<file path="src/rtl/bird_frame_painter.sv">
// Per-frame bird sprite sequencer: erase, advance and redraw each slot,
// streaming one registered pixel per cycle to vga_adapter.
module bird_frame_painter #(
    parameter int NUM_BIRDS = 2,
    parameter int Y_FIRST   = 20,
    parameter int Y_SPACING = 16,
    parameter int X_MAX     = 159,
    parameter int STEP      = 1
) (
    input  logic                 CLOCK_50,
    input  logic                 reset,
    input  logic                 frame_tick,
    input  logic [NUM_BIRDS-1:0] bird_en,
    output logic [7:0]           x,
    output logic [6:0]           y,
    output logic [2:0]           colour,
    output logic                 plot,
    output logic                 busy,
    output logic                 frame_done
);

    typedef enum logic [2:0] {
        S_IDLE,
        S_ERASE,
        S_MOVE,
        S_DRAW,
        S_NEXT,
        S_DONE
    } state_t;

    state_t state, state_n;
    logic [3:0] k, k_n;
    logic [1:0] slot, slot_n;

    logic [7:0] ax [4];
    logic [3:0] drawn;
    logic [3:0] en_ext;

    logic [7:0]        ax_cur;
    logic [8:0]        ax_sum;
    logic [7:0]        ax_next;
    logic [8:0]        ay;
    logic signed [3:0] dx, dy;
    logic signed [8:0] px, py;
    logic              in_bounds;

    always_comb begin
        en_ext = '0;
        en_ext[NUM_BIRDS-1:0] = bird_en;
    end

    always_comb begin
        dx = 4'sd0;
        dy = 4'sd0;
        unique case (k)
            4'd0:  begin dx =  4'sd0; dy =  4'sd0; end
            4'd1:  begin dx =  4'sd0; dy =  4'sd1; end
            4'd2:  begin dx = -4'sd1; dy =  4'sd0; end
            4'd3:  begin dx = -4'sd2; dy =  4'sd0; end
            4'd4:  begin dx = -4'sd3; dy =  4'sd0; end
            4'd5:  begin dx = -4'sd4; dy =  4'sd0; end
            4'd6:  begin dx = -4'sd5; dy =  4'sd0; end
            4'd7:  begin dx = -4'sd3; dy =  4'sd1; end
            4'd8:  begin dx = -4'sd3; dy = -4'sd1; end
            4'd9:  begin dx = -4'sd4; dy =  4'sd2; end
            4'd10: begin dx = -4'sd4; dy = -4'sd2; end
            4'd11: begin dx = -4'sd5; dy =  4'sd3; end
            4'd12: begin dx = -4'sd5; dy = -4'sd3; end
            default: begin dx = 4'sd0; dy = 4'sd0; end
        endcase
    end

    // Pixel position in 9-bit signed so sprites hanging off the left edge clip
    always_comb begin
        ax_cur    = ax[slot];
        ay        = 9'(Y_FIRST + int'(slot) * Y_SPACING);
        px        = $signed({1'b0, ax_cur}) + $signed({{5{dx[3]}}, dx});
        py        = $signed(ay) + $signed({{5{dy[3]}}, dy});
        in_bounds = !px[8] && (px <= 9'sd159) && !py[8] && (py <= 9'sd119);
    end

    always_comb begin
        ax_sum  = {1'b0, ax_cur} + 9'(STEP);
        ax_next = (ax_sum > 9'(X_MAX)) ? 8'(ax_sum - 9'(X_MAX) - 9'd1)
                                       : ax_sum[7:0];
    end

    always_ff @(posedge CLOCK_50) begin
        if (reset) begin
            state <= S_IDLE;
            k     <= '0;
            slot  <= '0;
        end else begin
            state <= state_n;
            k     <= k_n;
            slot  <= slot_n;
        end
    end

    always_comb begin
        state_n = state;
        k_n     = k;
        slot_n  = slot;
        unique case (state)
            S_IDLE: begin
                // frame_done still high means the DONE cycle is visible downstream
                if (frame_tick && !frame_done) begin
                    state_n = S_ERASE;
                    k_n     = '0;
                    slot_n  = '0;
                end
            end
            S_ERASE: begin
                if (k == 4'd12) begin
                    state_n = S_MOVE;
                    k_n     = '0;
                end else begin
                    k_n = k + 4'd1;
                end
            end
            S_MOVE: begin
                state_n = S_DRAW;
                k_n     = '0;
            end
            S_DRAW: begin
                if (k == 4'd12) begin
                    state_n = S_NEXT;
                    k_n     = '0;
                end else begin
                    k_n = k + 4'd1;
                end
            end
            S_NEXT: begin
                if (slot == 2'(NUM_BIRDS - 1)) begin
                    state_n = S_DONE;
                end else begin
                    state_n = S_ERASE;
                    slot_n  = slot + 2'd1;
                    k_n     = '0;
                end
            end
            S_DONE: state_n = S_IDLE;
            default: state_n = S_IDLE;
        endcase
    end

    always_ff @(posedge CLOCK_50) begin
        if (reset) begin
            for (int i = 0; i < 4; i++) ax[i] <= '0;
            drawn <= '0;
        end else if (state == S_MOVE) begin
            drawn[slot] <= en_ext[slot];
            if (en_ext[slot]) ax[slot] <= ax_next;
        end
    end

    always_ff @(posedge CLOCK_50) begin
        if (reset) begin
            x          <= '0;
            y          <= '0;
            colour     <= '0;
            plot       <= 1'b0;
            busy       <= 1'b0;
            frame_done <= 1'b0;
        end else begin
            plot       <= 1'b0;
            busy       <= (state == S_ERASE) || (state == S_MOVE) ||
                          (state == S_DRAW)  || (state == S_NEXT);
            frame_done <= (state == S_DONE);
            if (state == S_ERASE) begin
                x      <= px[7:0];
                y      <= py[6:0];
                colour <= 3'b000;
                plot   <= drawn[slot] && in_bounds;
            end else if (state == S_DRAW) begin
                x      <= px[7:0];
                y      <= py[6:0];
                colour <= 3'b111;
                plot   <= drawn[slot] && in_bounds;
            end
        end
    end

endmodule

</file>
<file path="config.mk">
export PLATFORM = sky130hd
export DESIGN_NAME = bird_frame_painter
export DESIGN_NICKNAME = d
export VERILOG_FILES = /design/src/rtl/bird_frame_painter.sv
export SDC_FILE = /design/constraint.sdc
export NUM_CORES = 1
export LEC_CHECK = 0
export ABC_AREA = 0
export CORE_MARGIN = 1
export CORE_UTILIZATION = 40
export CTS_BUF_LIST = sky130_fd_sc_hd__clkbuf_8
export CTS_CLUSTER_SIZE = 14
export DETAILED_ROUTE_END_ITERATION = 10
export PLACE_DENSITY = 0.56
export SLEW_MARGIN = 20
export SYNTH_ARGS = -nofsm -noshare
export SYNTH_HDL_FRONTEND = slang
export SYNTH_SLANG_ARGS = --single-unit
</file>
<file path="constraint.sdc">
create_clock -name CLOCK_50 -period 5.1 [get_ports CLOCK_50]
set_clock_uncertainty 0.05 [all_clocks]
set_input_delay 0.765 -clock CLOCK_50 [delete_from_list [all_inputs] [get_ports CLOCK_50]]
set_output_delay 0.765 -clock CLOCK_50 [all_outputs]
set_load 0.005 [all_outputs]
</file>
# Word level (Yosys, flattened, before mapping)
# Memories as Yosys holds them, arrays and structs flattened. A register that Yosys moved wholly into a read port is not among the register bits.
# Index checks and enable logic that the tools add are counted.
[classes] magnitude_cmp=5 div_mod_pow=0 mux=39 n_bitwise=0 n_eq_ne=11 reduce_logical=22 n_addsub=8 n_shift=0 multipliers=0
[ops] op="$mux W8" n=4
[ops] op="$mux W4" n=5
[ops] op="$pmux W4 S4" n=1
[ops] op="$pmux W3 S5" n=1
[ops] op="$mux W7" n=2
[ops] op="$mux W1" n=12
[ops] op="$mux W3" n=4
[ops] op="$mux W2" n=5
[ops] op="$add A8 B1 Y9 const B" n=1
[ops] op="$add A8 B4 Y9" n=1
[ops] op="$add A9 B4 Y9" n=1
[ops] op="$gt A9 B8 Y1 const B" n=1
[ops] op="$le A9 B8 Y1 const B" n=1
[ops] op="$le A9 B9 Y1 const B" n=1
[ops] op="$reduce_and A3 Y1" n=3
[ops] op="$ne A2 B2 Y1 const B" n=4
[ops] op="$reduce_or A8 Y1" n=1
[ops] op="$sub A8 B1 Y8 const B" n=1
[ops] op="$sub A8 B8 Y8 const B" n=1
[ops] op="$add A5 B6 Y7 const A" n=1
[ops] op="$eq A3 B2 Y1 const B" n=2
[ops] op="$eq A3 B3 Y1 const B" n=2
[ops] op="$logic_and A1 B1 Y1" n=6
[ops] op="$add A4 B1 Y4 const B" n=1
[ops] op="16 further kinds" n=23
[word_totals] rom_bits=128 latch_bits=0 ramBits=32 elab_cells=97 input_bits=5 register_bits=32 out_inout_bits=21 memories=2
[mem_list] memory="(no name shown)" words=16 width=8 rd=1 rd_clocked_by_memory_dff=1 wr=0 line="55" source="unique case (k)"
[mem_list] memory="ax" words=4 width=8 rd=1 rd_clocked_by_memory_dff=1 wr=4 line="35" source="logic [7:0] ax [4];"

# Longest topological paths before layout
[depth] depth_word=8 mapped_depth=12 ltp_nobuf=12

# Least setup slack after synthesis
# Ideal clock, no wire load.
[synth_path] kind="register -> register" startpoint="register with a tool-made name" endpoint="memory ax[0][6], data pin" t_arrival_ns=2.697 slack_ns=2.089 synth_period_minus_slack_ns=3.011 setup_time_ns=0.264 path_stages_with_launch=12 path_buffers=1 required_ns=4.786 cell_sequence="dfxtp_1 -> buf_6 -> mux4_2 -> ha_1 -> and2_4 -> nand4_2 -> xor2_4 -> ha_1 -> o311ai_2 -> and2_1 -> a311oi_2 -> nor2_1"
[synth_rtl] item="to (decl)" line="35"

==> impl_metrics.py <==
metrics = {
    "critical_path": {
        "cp.arrival_ns": 3.57,
        "cp_common_cell": "ha_1",
        "crit_fanout": 9,
        "critPathMaxStageDelay_ns": 0.71,
        "critPathKind": "register to register",
        "worstRegToRegCells": 10,
        "regToRegEndpoint": "ax[3][6]",
        "endpoint_kind": "register",
        "cp-start-kind": "register",
        "regToRegSetupSlack_ns": 1.55,
        "slowest_stage": "mux4_2",
        "path_cells": "mux4_2 > ha_1 > and2_4 > nand4_2 > xor2_4 > ha_1 > o311ai_2 > and2_1 > a311oi_2 > nor2_1",
        "worst_ep_required_time_ns": 5.12,
    },
    "synth": {
        "syn_area_um2": 3890,
        "avgSynthCellArea_um2": 10.3,
        "yosysUniqueCellTypes": 58,
        "yosys_warnings": 0,
        "ys_ff_latch": 72,
        "synth_top_cell_area_share": 0.247,
        "synth_edf_count": 32,
        "syn_inst": 378,
        "yosysTopAreaCell": "edfxtp_1",
        "async_flop_share": 0,
        "synthTopCellsByArea": "edfxtp_1 (25%), dfxtp_1 (21%), ha_1 (9.3%)",
        "ys.flop_type": "dfxtp_1",
        "synth_seq_area_share": 0.453,
    },
    "floorplan": {
        "rows": 35,
        "die_w_um": 101,
        "core-area_um2": 9330,
        "fp.dieH_um": 101,
        "start_util": 0.417,
        "fp.dieArea_um2": 10100,
        "ioPinCount": 26,
    },
    "drt": {
        "totalWireLength_mm": 7.53,
        "detailroute.via_count": 2708,
        "drt_iter0_drc": 113,
        "drc": 0,
        "avgViaCountPerCell": 5.05,
        "dr.pass1.iters": 4,
        "wl_per_cell_um": 14.1,
        "drtAntennaViolNets": 0,
    },
    "grt": {
        "grt_pass1_vias": 2514,
        "grt_pass1_wl_mm": 12.4,
        "track_usage": 0.161,
        "globalRouteOverflowTotal": 0,
        "grt_max_degree": 52,
        "grt_antenna_before_repair": 0,
    },
    "hold_path": {
        "min_from": "dy[1]",
        "hold_end": "y[1]",
        "hold_path.class": "register to register",
        "worstHoldPathCells": 2,
    },
    "clock_network": {
        "cts_max_path_buffers": 2,
        "cts-htree-levels": 3,
        "cts_root_buf": "clkbuf_8",
        "cts_made_buffers": 9,
        "clock_latency_ns": 0.34,
        "cts_hold_buffers": 0,
        "cts.sinks": 72,
        "cts_resized": 0,
        "cts_tree": "built",
        "clk_pin_slew_worst_paths_ns": 0.08,
        "postCtsSetupBuffers": 0,
    },
    "pwr": {
        "p_per_area_nw_per_um2": 268,
        "ir_worst_vdd_v": 0.000128,
        "power.leakage_nw": 1.63,
    },
    "place": {
        "routabilityCongestion": 0.766,
        "post-dp-hpwl_mm": 5.37,
        "portBuffers": 24,
        "placed_area_um2": 4220,
        "dp_slack_ns": 1.52,
    },
    "timing": {
        "period_needed_ns": 3.55,
        "drv_slew": 0,
        "max_freq_mhz": 282,
        "setup_ws_ns": 1.55,
        "rsz0062_at_grt": "no",
        "finalSetupTns_ns": 0,
        "finalCritPeriodShare": 0.696,
        "relSlewSlack": 0.613,
        "hold_viol": 0,
        "worst_pin_slew_ns": 0.580,
        "setup_viol": 0,
    },
    "job": {
        "maxCapViolCount": 0,
    },
    "cells_and_area": {
        "multi_input_area_um2": 1990,
        "seqCellArea_um2": 1760,
        "fill_cells": 892,
        "nNetsFinal": 437,
        "finalInstanceArea_um2": 4420,
        "n_antenna_cell": 0,
        "area_growth_pct": 13.6,
        "drive_above_1_share": 0.108,
    },
    "run_status": {
        "status": "completed",
    },
}
-- stage by stage --
step / total power, mW / hold slack, ns / instances / utilization
final: 1.18 / 0.387 / 536 / 0.474
after global routing: 1.24 / 0.416 / 536 / 0.474
after CTS: 1.20 / 0.391 / 536 / 0.474
after detailed placement: 0.748 / 0.378 / 520 / 0.453
after global placement: 0.747 / 0.372 / 520 / 0.453
after floorplan: 0.714 / 0.367 / 386 / -
-- cell families after synthesis --
| group | Yosys count | synth area share |
|---|---|---|
| fa+ha+maj | 30 | 0.0985 |
| other cells | 1 | 0.000965 |
| flops | 72 | 0.453 |
| mux | 15 | 0.0692 |
| compound gates | 69 | 0.121 |
| simple gates | 135 | 0.166 |
| buf+inv | 38 | 0.0438 |
| xor+xnor | 18 | 0.0473 |
-- worst max path at each step --
| stage | to | cells after the start | slack [ns] | start |
|---|---|---|---|---|
| floorplan | ax[0][6] | 11 | 2.09 | register |
| global placement | plot | 10 | 1.63 | register |
| detailed placement | ax[3][6] | 10 | 1.52 | register |
| CTS | ax[3][6] | 10 | 1.50 | register |
| global route | plot | 10 | 1.22 | register |
| finish | ax[3][6] | 10 | 1.55 | register |
-- cell usage after synthesis, drive strengths merged, types with 8 or more instances --
cell    number
nand3        8
ha          29
nor2        49
nor3        12
nand2       37
edfxtp      32
clkbuf      15
xnor2       12
mux4         9
inv         17
a21oi       29
o21ai        9
dfxtp       40
-- worst max-delay path: cells and delay by family (launching register included) --
| family | cells | cell delay [ns] |
|---|---|---|
| simple gates | 4 | 0.61 |
| xor+xnor | 1 | 0.21 |
| compound gates | 2 | 0.47 |
| fa+ha+maj | 2 | 0.56 |
| flops | 1 | 0.66 |
| mux | 1 | 0.71 |
-- registers in the layout, indices dropped and copies added, names as in the netlist, named ones only --
register	cells
ax	32
x	8
y	6
drawn	4
dx	4
k	4
dy	3
state	3
slot	2
busy	1
colour	1
frame_done	1
plot	1
-- layout by cell type (no fill, tap or decap), types with 8 or more instances in the layout --
cell type	instances
clkbuf_8	9
dfxtp_1	40
mux4_2	8
clkdlybuf4s50_1	23
edfxtp_1	32
nand2_1	37
a21oi_1	27
conb_1	9
nor2_1	49
inv_1	18
ha_1	29
nor3_1	12
xnor2_1	11
-- area by class of cell --
cell class / instances / area share
Timing Repair Buffer: 26 / 0.0566
Tap cell: 129 / 0.0365
Inverter: 17 / 0.0144
Clock buffer: 9 / 0.0280
Multi-Input combinational cell: 276 / 0.449
Sequential cell: 72 / 0.399
Clock inverter: 7 / 0.0161
-- layer usage --
layer,global-route usage,routed length (um)
met3,0.0402,241
met1,0.220,3780
met2,0.254,3440
met4,0.0468,63
met5,0,0
-- where the power goes --
group	internal [mW]	switching (mW)
clock network	0.227	0.223
logic	0.0436	0.0572
registers	0.622	0.0103
total	0.893	0.290
Power figures use the tool's default switching activity.
